$ cat config.mk
export PLATFORM = sky130hd
export DESIGN_NAME = tdm_lane_packer
export DESIGN_NICKNAME = d
export VERILOG_FILES = /design/src/rtl/tdm_lane_packer.sv
export SDC_FILE = /design/constraint.sdc
export NUM_CORES = 1
export LEC_CHECK = 0
export CAP_MARGIN = 20
export CORE_MARGIN = 2
export CORE_UTILIZATION = 35
export CTS_CLUSTER_SIZE = 24
export DETAILED_ROUTE_END_ITERATION = 8
export PLACE_DENSITY = 0.61
export SETUP_SLACK_MARGIN = 0.05
export SYNTH_ARGS = -nofsm -noshare
export SYNTH_HDL_FRONTEND = slang
export SYNTH_SLANG_ARGS = --single-unit
$ cat constraint.sdc
create_clock -name clk -period 10.3 [get_ports clk]
set_input_delay 1.03 -clock clk [delete_from_list [all_inputs] [get_ports clk]]
set_output_delay 1.03 -clock clk [all_outputs]
set_load 0.01 [all_outputs]
$ cat src/rtl/tdm_lane_packer.sv
// Purpose : re-pairs the interleaved slot-0/slot-1 TDM byte stream into
//           {lane0, lane1} words and buffers them in a small FWFT FIFO.
// Latency : 1 cycle from slot-1 byte accepted to word on dout (FIFO empty).
// Backpressure: dout_ready stalls the FIFO; a completed pair arriving while
//           the FIFO is full with no pop is dropped and counted in drop_cnt.
//
// Ports:
//   clk, rst             clk200m TDM clock, async active-high reset
//   din_valid/din/din_slot  incoming TDM byte and its slot tag
//   dout_valid/dout_ready/dout  FWFT word output, lane 0 in the MSBs
//   fill_level           words currently buffered (0..FIFO_DEPTH)
//   seq_err_cnt          saturating count of out-of-sequence slot bytes
//   drop_cnt             saturating count of words lost to overflow
module tdm_lane_packer #(
    parameter int DATA_WIDTH = 8,
    parameter int FIFO_DEPTH = 4,
    parameter int CNT_WIDTH  = 8
) (
    input  logic                          clk,
    input  logic                          rst,
    input  logic                          din_valid,
    input  logic [DATA_WIDTH-1:0]         din,
    input  logic                          din_slot,
    output logic                          dout_valid,
    input  logic                          dout_ready,
    output logic [2*DATA_WIDTH-1:0]       dout,
    output logic [$clog2(FIFO_DEPTH):0]   fill_level,
    output logic [CNT_WIDTH-1:0]          seq_err_cnt,
    output logic [CNT_WIDTH-1:0]          drop_cnt
);

    localparam int AW = $clog2(FIFO_DEPTH);
    localparam int LW = AW + 1;
    localparam int WW = 2 * DATA_WIDTH;

    typedef enum logic {
        EXPECT_S0 = 1'b0,
        EXPECT_S1 = 1'b1
    } state_t;

    state_t                state, state_nxt;
    logic [DATA_WIDTH-1:0] hold, hold_nxt;
    logic                  pair_done;
    logic                  seq_err;

    logic [WW-1:0]         mem [FIFO_DEPTH];
    logic [AW-1:0]         wr_ptr, rd_ptr;
    logic [LW-1:0]         fill;
    logic [WW-1:0]         last_dout;
    logic                  fifo_empty, fifo_full;
    logic                  pop, push_ok, drop;

    // ------------------------------------------------------------------
    // Pairing FSM
    // ------------------------------------------------------------------
    always_ff @(posedge clk or posedge rst) begin
        if (rst) begin
            state <= EXPECT_S0;
            hold  <= '0;
        end else begin
            state <= state_nxt;
            hold  <= hold_nxt;
        end
    end

    always_comb begin
        state_nxt = state;
        hold_nxt  = hold;
        pair_done = 1'b0;
        seq_err   = 1'b0;
        if (din_valid) begin
            case (state)
                EXPECT_S0: begin
                    if (!din_slot) begin
                        hold_nxt  = din;
                        state_nxt = EXPECT_S1;
                    end else begin
                        // orphan slot-1 byte: nothing to pair it with
                        seq_err = 1'b1;
                    end
                end
                EXPECT_S1: begin
                    if (din_slot) begin
                        pair_done = 1'b1;
                        state_nxt = EXPECT_S0;
                    end else begin
                        // resynchronise on the newest slot-0 byte
                        seq_err  = 1'b1;
                        hold_nxt = din;
                    end
                end
                default: state_nxt = EXPECT_S0;
            endcase
        end
    end

    // ------------------------------------------------------------------
    // Word FIFO (first-word-fall-through)
    // ------------------------------------------------------------------
    assign fifo_empty = (fill == '0);
    assign fifo_full  = (fill == LW'(FIFO_DEPTH));
    assign pop        = !fifo_empty && dout_ready;
    // a same-cycle pop frees the head slot, so a full FIFO still accepts
    assign push_ok    = pair_done && (!fifo_full || pop);
    assign drop       = pair_done && fifo_full && !pop;

    always_ff @(posedge clk or posedge rst) begin
        if (rst) begin
            wr_ptr    <= '0;
            rd_ptr    <= '0;
            fill      <= '0;
            last_dout <= '0;
            for (int i = 0; i < FIFO_DEPTH; i++) begin
                mem[i] <= '0;
            end
        end else begin
            if (push_ok) begin
                mem[wr_ptr] <= {hold, din};
                wr_ptr      <= wr_ptr + AW'(1);
            end
            if (pop) begin
                last_dout <= mem[rd_ptr];
                rd_ptr    <= rd_ptr + AW'(1);
            end
            case ({push_ok, pop})
                2'b10:   fill <= fill + LW'(1);
                2'b01:   fill <= fill - LW'(1);
                default: fill <= fill;
            endcase
        end
    end

    // once drained, dout keeps showing the last word handed out
    assign dout       = fifo_empty ? last_dout : mem[rd_ptr];
    assign dout_valid = !fifo_empty;
    assign fill_level = fill;

    // ------------------------------------------------------------------
    // Saturating error / drop counters
    // ------------------------------------------------------------------
    always_ff @(posedge clk or posedge rst) begin
        if (rst) begin
            seq_err_cnt <= '0;
            drop_cnt    <= '0;
        end else begin
            if (seq_err && (seq_err_cnt != '1)) begin
                seq_err_cnt <= seq_err_cnt + CNT_WIDTH'(1);
            end
            if (drop && (drop_cnt != '1)) begin
                drop_cnt <= drop_cnt + CNT_WIDTH'(1);
            end
        end
    end

endmodule

* Yosys cells after proc, flatten, opt, wreduce, memory -nomap -nowiden
Cells that the tools add are included.
** Cells by class
- Reductions and logical operators :: 14
- Divide/modulo/power cells :: 0
- Mux-type cells :: 15
- Add/sub/neg operators :: 6
- Bitwise logic cells :: 4
- Order comparisons :: 3
- Equal/unequal tests :: 5
- Shift operators :: 0
- $mul :: 0
** Operators by type and width (number)
- 64-bit bitwise mux :: 1
- 16-bit two-way mux :: 4
- 16-bit binary-select mux with 2-bit select :: 1
- 16-bit demux with 2-bit select :: 1
- 8-bit by 1-bit adder with 8-bit output, second input constant :: 2
- 8-bit inequality test, second input constant :: 2
- 8-bit two-way mux :: 1
- 1-bit logical AND :: 7
- 3-bit greater-or-equal comparator, second input constant :: 2
- 2-bit inverter with 3-bit output :: 2
- 3-bit one-hot mux with 2 select lines :: 1
- 1-bit two-way mux :: 5
- 2-bit by 1-bit adder with 2-bit output, second input constant :: 2
- 3-bit by 1-bit adder with 3-bit output, second input constant :: 1
- 3-bit equality test, second input constant :: 1
- 1-bit logical NOT :: 3
- 3-bit logical NOT :: 1
- 3-bit by 1-bit less-than comparator with 1-bit output, second input constant :: 1
- 3-bit by 1-bit subtractor with 3-bit output, second input constant :: 1
- 2-bit by 1-bit equality test with 1-bit output, second input constant :: 1
- 2-bit equality test, second input constant :: 1
- 1-bit inverter :: 2
- 1-bit one-hot mux with 2 select lines :: 1
- 2-bit AND reduction :: 1
- 2 further kinds :: 2
** Storage, ports and cells
- Bits in read-only memories :: 0
- Bits in latches :: 0
- Memories kept :: 0
- Memory bits (writable) :: 0
- Logic and storage cells :: 59
- Register bits :: 112

* Logic depth before layout (Yosys ltp)
Gate-level depths: netlist of the first run.
- Word-level depth :: 7
- Mapped depth :: 11
- Gate-level depth less buffers :: 10

* Worst setup path after synthesis of the first run
No wires, ideal clock.
- Kind :: reg2out
- Start point :: register rd_ptr[0]
- End point :: output port dout[0]
- Required time :: 9.270 ns
- Data arrival time :: 1.673 ns
- Path buffers :: 2
- Cell stages (with the launch flop) :: 5
- Slack :: 7.597 ns
- Cell sequence :: dfrtp_1 -> buf_2 -> buf_2 -> mux4_2 -> mux2_2
** Between the ends
- Longest elaborated chain between the ends :: 5
** RTL lines
- start, declared :: line 47 : logic [AW-1:0] wr_ptr, rd_ptr;
- start signal, assigned :: line 123 : rd_ptr <= rd_ptr + AW'(1);
- 2-bit inverter with 3-bit output (not written as such) :: line 134 : assign dout = fifo_empty ? last_dout : mem[rd_ptr];
- 16-bit binary-select mux with 2-bit select :: line 134
- 16-bit two-way mux (not written as such) (2 in a row) :: line 134
- 16-bit two-way mux :: line 134
- end, declared :: line 26 : output logic [2*DATA_WIDTH-1:0] dout,
Every way passes these cells. The select of a mux whose other input is x is not followed.

* Final worst setup path of the first run
- Start point :: register rd_ptr[1]
- End point :: output port dout[13]
The elaborated chain is that of the path after synthesis.

==> results.json, run 1 <==
{
  "rr_endpoint": "fill_level[2]",
  "cp_max_fo": 17,
  "fmax_mhz": 271,
  "synth-edff-count": 0,
  "placed_cell_area_mm2": 0.00574,
  "rr_worst_depth": 8,
  "die_h_um": 125,
  "drc": 0,
  "path_clk_slew_ns": 0.07,
  "core_mm2": 0.0144,
  "rrSetupSlack_ns": 7.39,
  "worstPathArrival_ns": 2.66,
  "critical_path_class": "reg2out",
  "yosys.area.top_type_share_pct": 55.0,
  "diodes": 0,
  "first_global_vias": 3122,
  "netlist_top_cells_count": "dfrtp_1 (112), mux2_2 (102), mux4_2 (16)",
  "p_leak_nw": 2.63,
  "synth_warnings": 0,
  "htreeDepth": 3,
  "cpMaxStageDelayCell": "dfrtp_1",
  "num-nets-final": 405,
  "numCtsBuffers": 9,
  "clock_skew_ns": 0.00675,
  "min_from": "mem[16]",
  "grt.total_usage_pct": 13.3,
  "crit_required_ns": 9.27,
  "critPathMaxStageDelay_ns": 0.93,
  "dr.pass1.iters": 5,
  "drt-initial-drc-count": 107,
  "post_cts_buffers": 0,
  "maxCapViolCount": 0,
  "grt_overflow": 0,
  "slew_violations": 0,
  "path_cells": "mux4_2 -> mux2_2 -> clkdlybuf4s50_1",
  "vias": 2900,
  "rows": 44,
  "p_per_area_mw_per_mm2": 302,
  "dpl.hpwl_um": 6060,
  "fin_area_mm2": 0.00602,
  "synth.avg_cell_area_um2": 15.2,
  "min_path_cells": 1,
  "drive_gt1_share_pct": 39.2,
  "slew_headroom_pct": 36.6,
  "synth_area_mm2": 0.00510,
  "fin_tns_setup_ns": 0,
  "crit_path_start_kind": "flip-flop",
  "gp_congestion": 0.724,
  "antenna_found_initial": 0,
  "yosys.area.top_type": "dfrtp_1",
  "wl_per_cell_um": 16.5,
  "min_period_ns": 3.69,
  "worst_setup_path_end_kind": "output port",
  "ys_top_cells_by_area": "dfrtp_1 (55%), mux2_2 (23%), mux4_2 (7.1%), mux2_4 (2.1%), ha_1 (2.0%)",
  "insertion_delay_ns": 0.35,
  "ant_nets": 0,
  "setup_viol": 0,
  "final_hold_viol_count": 0,
  "worstMarginPinSlew_ns": 0.950,
  "synthDistinctLibCells": 34,
  "fin_util_pct": 41.9,
  "via_per_inst": 5.07,
  "routed_wl_um": 9430,
  "initial_core_util_pct": 35.5,
  "synth_flop_cell": "dfrtp_1",
  "fill_cells": 1305,
  "vdd_ir_drop_max_mv": 0.122,
  "grt_max_degree": 66,
  "cts-root-buf": "clkbuf_16",
  "tritoncts": "built",
  "ys_seq_area_share_pct": 55.0,
  "grt_pass1_wl_um": 16400,
  "async_reset_ff_share_pct": 100,
  "min_period_over_period_pct": 35.8,
  "netlist_instances": 335,
  "status": "complete, no violations",
  "numPortBuffers": 48,
  "hold_buffers": 0,
  "yosys_register_bits": 112,
  "die_area_mm2": 0.0155,
  "yosysMostFrequentCell": "dfrtp_1",
  "hold_path_end": "mem[16]",
  "cts_resized": 0,
  "io_pins": 49,
  "r2r_start": "fill_level[0]",
  "area_delta_synth_final_pct": 18.1,
  "dieWidth_um": 125,
  "clockBufferDepth": 2,
  "clock-sinks": 112,
  "syn-num-nets": 357,
  "rsz0062_at_grt": "false",
  "hold_class": "reg2reg"
}
## flip-flops by register name (all words and copies together) (netlist names)
signal,cells
fill_level,3
wr_ptr,2
drop_cnt,8
last_dout,16
rd_ptr,2
seq_err_cnt,8
state,1
hold,8
mem,64
## worst max path at each step
| stage | startpoint | to | depth (start not counted) |
|---|---|---|---|
| after detailed placement | rd_ptr[1] | dout[13] | 3 |
| after CTS | rd_ptr[1] | dout[13] | 3 |
| after floorplan | rst | drop_cnt[0] | 1 |
| after global routing | rd_ptr[1] | dout[14] | 3 |
| after global placement | rd_ptr[1] | dout[13] | 3 |
| final | rd_ptr[1] | dout[13] | 3 |
## layout by cell type, fill, tap and decap left out, types with 2 or more instances in the layout
| cell type | netlist | final |
|---|---|---|
| clkdlybuf4s50_1 | 0 | 48 |
| nand2_1 | 9 | 9 |
| mux2_4 | 7 | 7 |
| mux2_2 | 102 | 102 |
| nand4_1 | 4 | 4 |
| and4_1 | 2 | 2 |
| a21oi_1 | 3 | 3 |
| clkinvlp_4 | 0 | 3 |
| buf_4 | 0 | 2 |
| xnor2_1 | 7 | 7 |
| and3_1 | 2 | 2 |
| mux4_2 | 16 | 16 |
| nand2_2 | 4 | 4 |
| nand3_1 | 7 | 7 |
| nor2_1 | 4 | 4 |
| xor2_1 | 7 | 7 |
| inv_1 | 10 | 9 |
| nor3_1 | 5 | 5 |
| clkinv_4 | 0 | 2 |
| dfrtp_1 | 112 | 112 |
| clkbuf_16 | 0 | 9 |
| o21ai_0 | 2 | 2 |
| ha_1 | 8 | 8 |
## layer usage
metal	GRT usage, %	vias to the layer above	part of all wire (%)
met3	4.30	9	4.1
met1	17.3	1523	46
met4	3.57	0	1.2
li1	-	1314	-
met2	21.5	54	48
met5	0	-	0
## kinds of logic after synthesis
family                     Yosys count  share of synthesized area [%]
buffers and inverters               23                           2.50
DFF                                112                           55.0
xor gates and xnor gates            14                           2.40
AOI/OAI and AO/OA                    7                          0.785
muxes                              126                           31.9
and+or+nand+nor                     44                           5.13
adders and majority gates            9                           2.36
## where the power goes
| group | leakage, nW | total, mW | switching [mW] | internal, mW |
|---|---|---|---|---|
| Sequential | 1.40 | 0.748 | 0.125 | 0.623 |
| Clock | 0.131 | 0.331 | 0.160 | 0.171 |
| Combinational | 1.10 | 0.741 | 0.259 | 0.482 |
| Total | 2.63 | 1.82 | 0.544 | 1.28 |
## worst max-delay path, delay by kind of cell, from the launching register on
family | cells | cell delay (ns)
flops | 1 | 0.93
buf+inv | 1 | 0.47
mux | 2 | 0.90
## through the flow
step / setup WS [ns] / total power [mW] / hold WS, ns / std cells
after global placement: 6.94 / 1.48 / 0.481 / 556
after floorplan: 6.31 / 1.23 / 0.474 / 335
after global routing: 6.48 / 1.95 / 0.514 / 572
after detailed placement: 6.95 / 1.51 / 0.489 / 556
final: 6.61 / 1.82 / 0.499 / 572
after CTS: 6.56 / 1.85 / 0.506 / 572
## area by class of cell
type                       instances  area (um2)  area share, %
timing repair buffer              50         495           8.23
clock inverter                     6        45.0          0.748
clock buffer                      10         239           3.97
tap                              184         230           3.82
sequential                       112        2800           46.6
inverter                          10        40.0          0.665
multi-input combinational        200        2170           36.0
No activity file was read; power rests on OpenSTA's default activity.
==> run 2: changes to the inputs <==
PLACE_DENSITY = 0.63   (was 0.61)
clock period = 3.1 ns   (was 10.3 ns; I/O delays follow)
==> results.json, run 2 (synthesized netlist as in run 1, its figures left out) <==
{
  "drive_gt1_share_pct": 39.3,
  "cpMaxStageDelayCell": "or3_1",
  "fin_util_pct": 42.4,
  "fin_cells": 578,
  "p_per_area_mw_per_mm2": 1010,
  "critPathMaxStageDelay_ns": 0.59,
  "dieWidth_um": 125,
  "post_cts_buffers": 0,
  "tritoncts": "built",
  "critPathBufInv": 2,
  "numPortBuffers": 48,
  "final_hold_viol_count": 0,
  "die_h_um": 125,
  "cp_max_fo": 11,
  "numCtsBuffers": 9,
  "final_common_cell": "dfrtp_1",
  "rr_worst_depth": 8,
  "dr.pass1.iters": 4,
  "crit_path_start_kind": "flip-flop",
  "final_cell_mix": "dfrtp_1 (112), mux2_2 (102), clkdlybuf4s50_1 (48), mux4_2 (16)",
  "placed_cell_area_mm2": 0.00580,
  "rsz0062_at_grt": "false",
  "io_pins": 49,
  "diodes": 0,
  "r2r_start": "fill_level[0]",
  "place_inst": 562,
  "hold_buffers": 0,
  "grt_overflow": 0,
  "drt-initial-drc-count": 109,
  "path_clk_slew_ns": 0.07,
  "pwr-share-seq_pct": 39.7,
  "wl_per_cell_um": 16.8,
  "core_mm2": 0.0144,
  "rrSetupSlack_ns": 0.64,
  "fmax_mhz": 361,
  "hold_class": "in2async",
  "fill_cells": 1324,
  "status": "complete, no violations",
  "cp_num_cells": 4,
  "fin_tns_setup_ns": 0,
  "min_period_over_period_pct": 89.4,
  "insertion_delay_ns": 0.35,
  "reg_top3": "mem x64, last_dout x16",
  "p_clk_share_pct": 18.7,
  "dpl.hpwl_um": 6460,
  "cts-root-buf": "clkbuf_16",
  "clock-sinks": 112,
  "maxCapViolCount": 0,
  "crit_required_ns": 2.79,
  "crit_end": "dout[11]",
  "p_sw_mw": 1.83,
  "min_period_ns": 2.77,
  "critical_path_class": "reg2out",
  "path_cells": "or3_1 -> buf_4 -> mux2_2 -> clkdlybuf4s50_1",
  "cts_resized": 0,
  "slew_violations": 0,
  "worst_setup_path_end_kind": "output port",
  "slew_headroom_pct": 49.0,
  "setup_viol": 0,
  "power_frac_comb_pct": 41.6,
  "antenna_found_initial": 0,
  "fin_area_mm2": 0.00609,
  "p_leak_nw": 2.66,
  "routed_wl_um": 9730,
  "htreeDepth": 3,
  "vdd_ir_drop_max_mv": 0.449,
  "grt.total_usage_pct": 13.5,
  "p_sw_share_pct": 29.7,
  "top_register": "mem",
  "largest_reg_flops": 64,
  "clock_skew_ns": 0.0107,
  "rr_endpoint": "fill_level[2]",
  "power_mw": 6.17,
  "first_global_vias": 3130,
  "grt_pass1_wl_um": 16400,
  "ant_nets": 0,
  "die_area_mm2": 0.0155,
  "drc": 0,
  "p_int_mw": 4.34,
  "crit_start": "fill_level[0]",
  "rows": 44,
  "via_per_inst": 4.96,
  "worstPathArrival_ns": 2.46,
  "initial_core_util_pct": 35.5,
  "gp_congestion": 0.707,
  "path_delay_family": "buffers and inverters",
  "vias": 2864,
  "worstMarginPinSlew_ns": 0.763,
  "clockBufferDepth": 2,
  "num-nets-final": 411,
  "grt_max_degree": 43,
  "area_delta_synth_final_pct": 19.4
}
-- run 2: metrics by stage --
stage | hold WS [ns] | worst slack [ns]
finish | 0.441 | 0.329
global route | 0.490 | 0.252
CTS | 0.470 | 0.284
detailed placement | 0.489 | 0.604
global placement | 0.482 | 0.658
floorplan | 0.417 | 0.798
-- run 2: routing by layer --
| layer | up-vias | track usage [%] | wire, um |
|---|---|---|---|
| met3 | 10 | 3.69 | 331 |
| li1 | 1321 | - | - |
| met1 | 1488 | 17.2 | 4390 |
| met2 | 45 | 22.3 | 4870 |
| met4 | 0 | 4.36 | 138 |
| met5 | - | 0 | 0 |
-- run 2: how the worst min path moves through the flow --
stage / endpoint / slack [ns] / startpoint / cells after the start
after floorplan: state / 0.42 / din_valid / 1
after global placement: mem[14] / 0.48 / mem[14] / 1
after detailed placement: mem[19] / 0.49 / mem[19] / 1
after CTS: fill_level[2] / 0.47 / rst / 2
after global routing: drop_cnt[4] / 0.49 / rst / 2
final: drop_cnt[4] / 0.44 / rst / 2
-- run 2: cell type report --
| class | count | area (um2) | area share, % |
|---|---|---|---|
| multi-input combinational | 200 | 2170 | 35.6 |
| tap | 184 | 230 | 3.78 |
| clock inverter | 4 | 53.8 | 0.884 |
| clock buffer | 12 | 236 | 3.89 |
| inverter | 10 | 41.3 | 0.678 |
| sequential | 112 | 2800 | 46.1 |
| timing repair buffer | 56 | 553 | 9.09 |
-- run 2: power by group through the flow --
stage / clock network [mW] / logic (mW) / registers [mW]
after floorplan: 0 / 1.73 / 2.37
after global placement: 0 / 2.57 / 2.43
after detailed placement: 0 / 2.60 / 2.48
after CTS: 1.20 / 2.62 / 2.45
after global routing: 1.26 / 2.77 / 2.54
final: 1.15 / 2.56 / 2.45
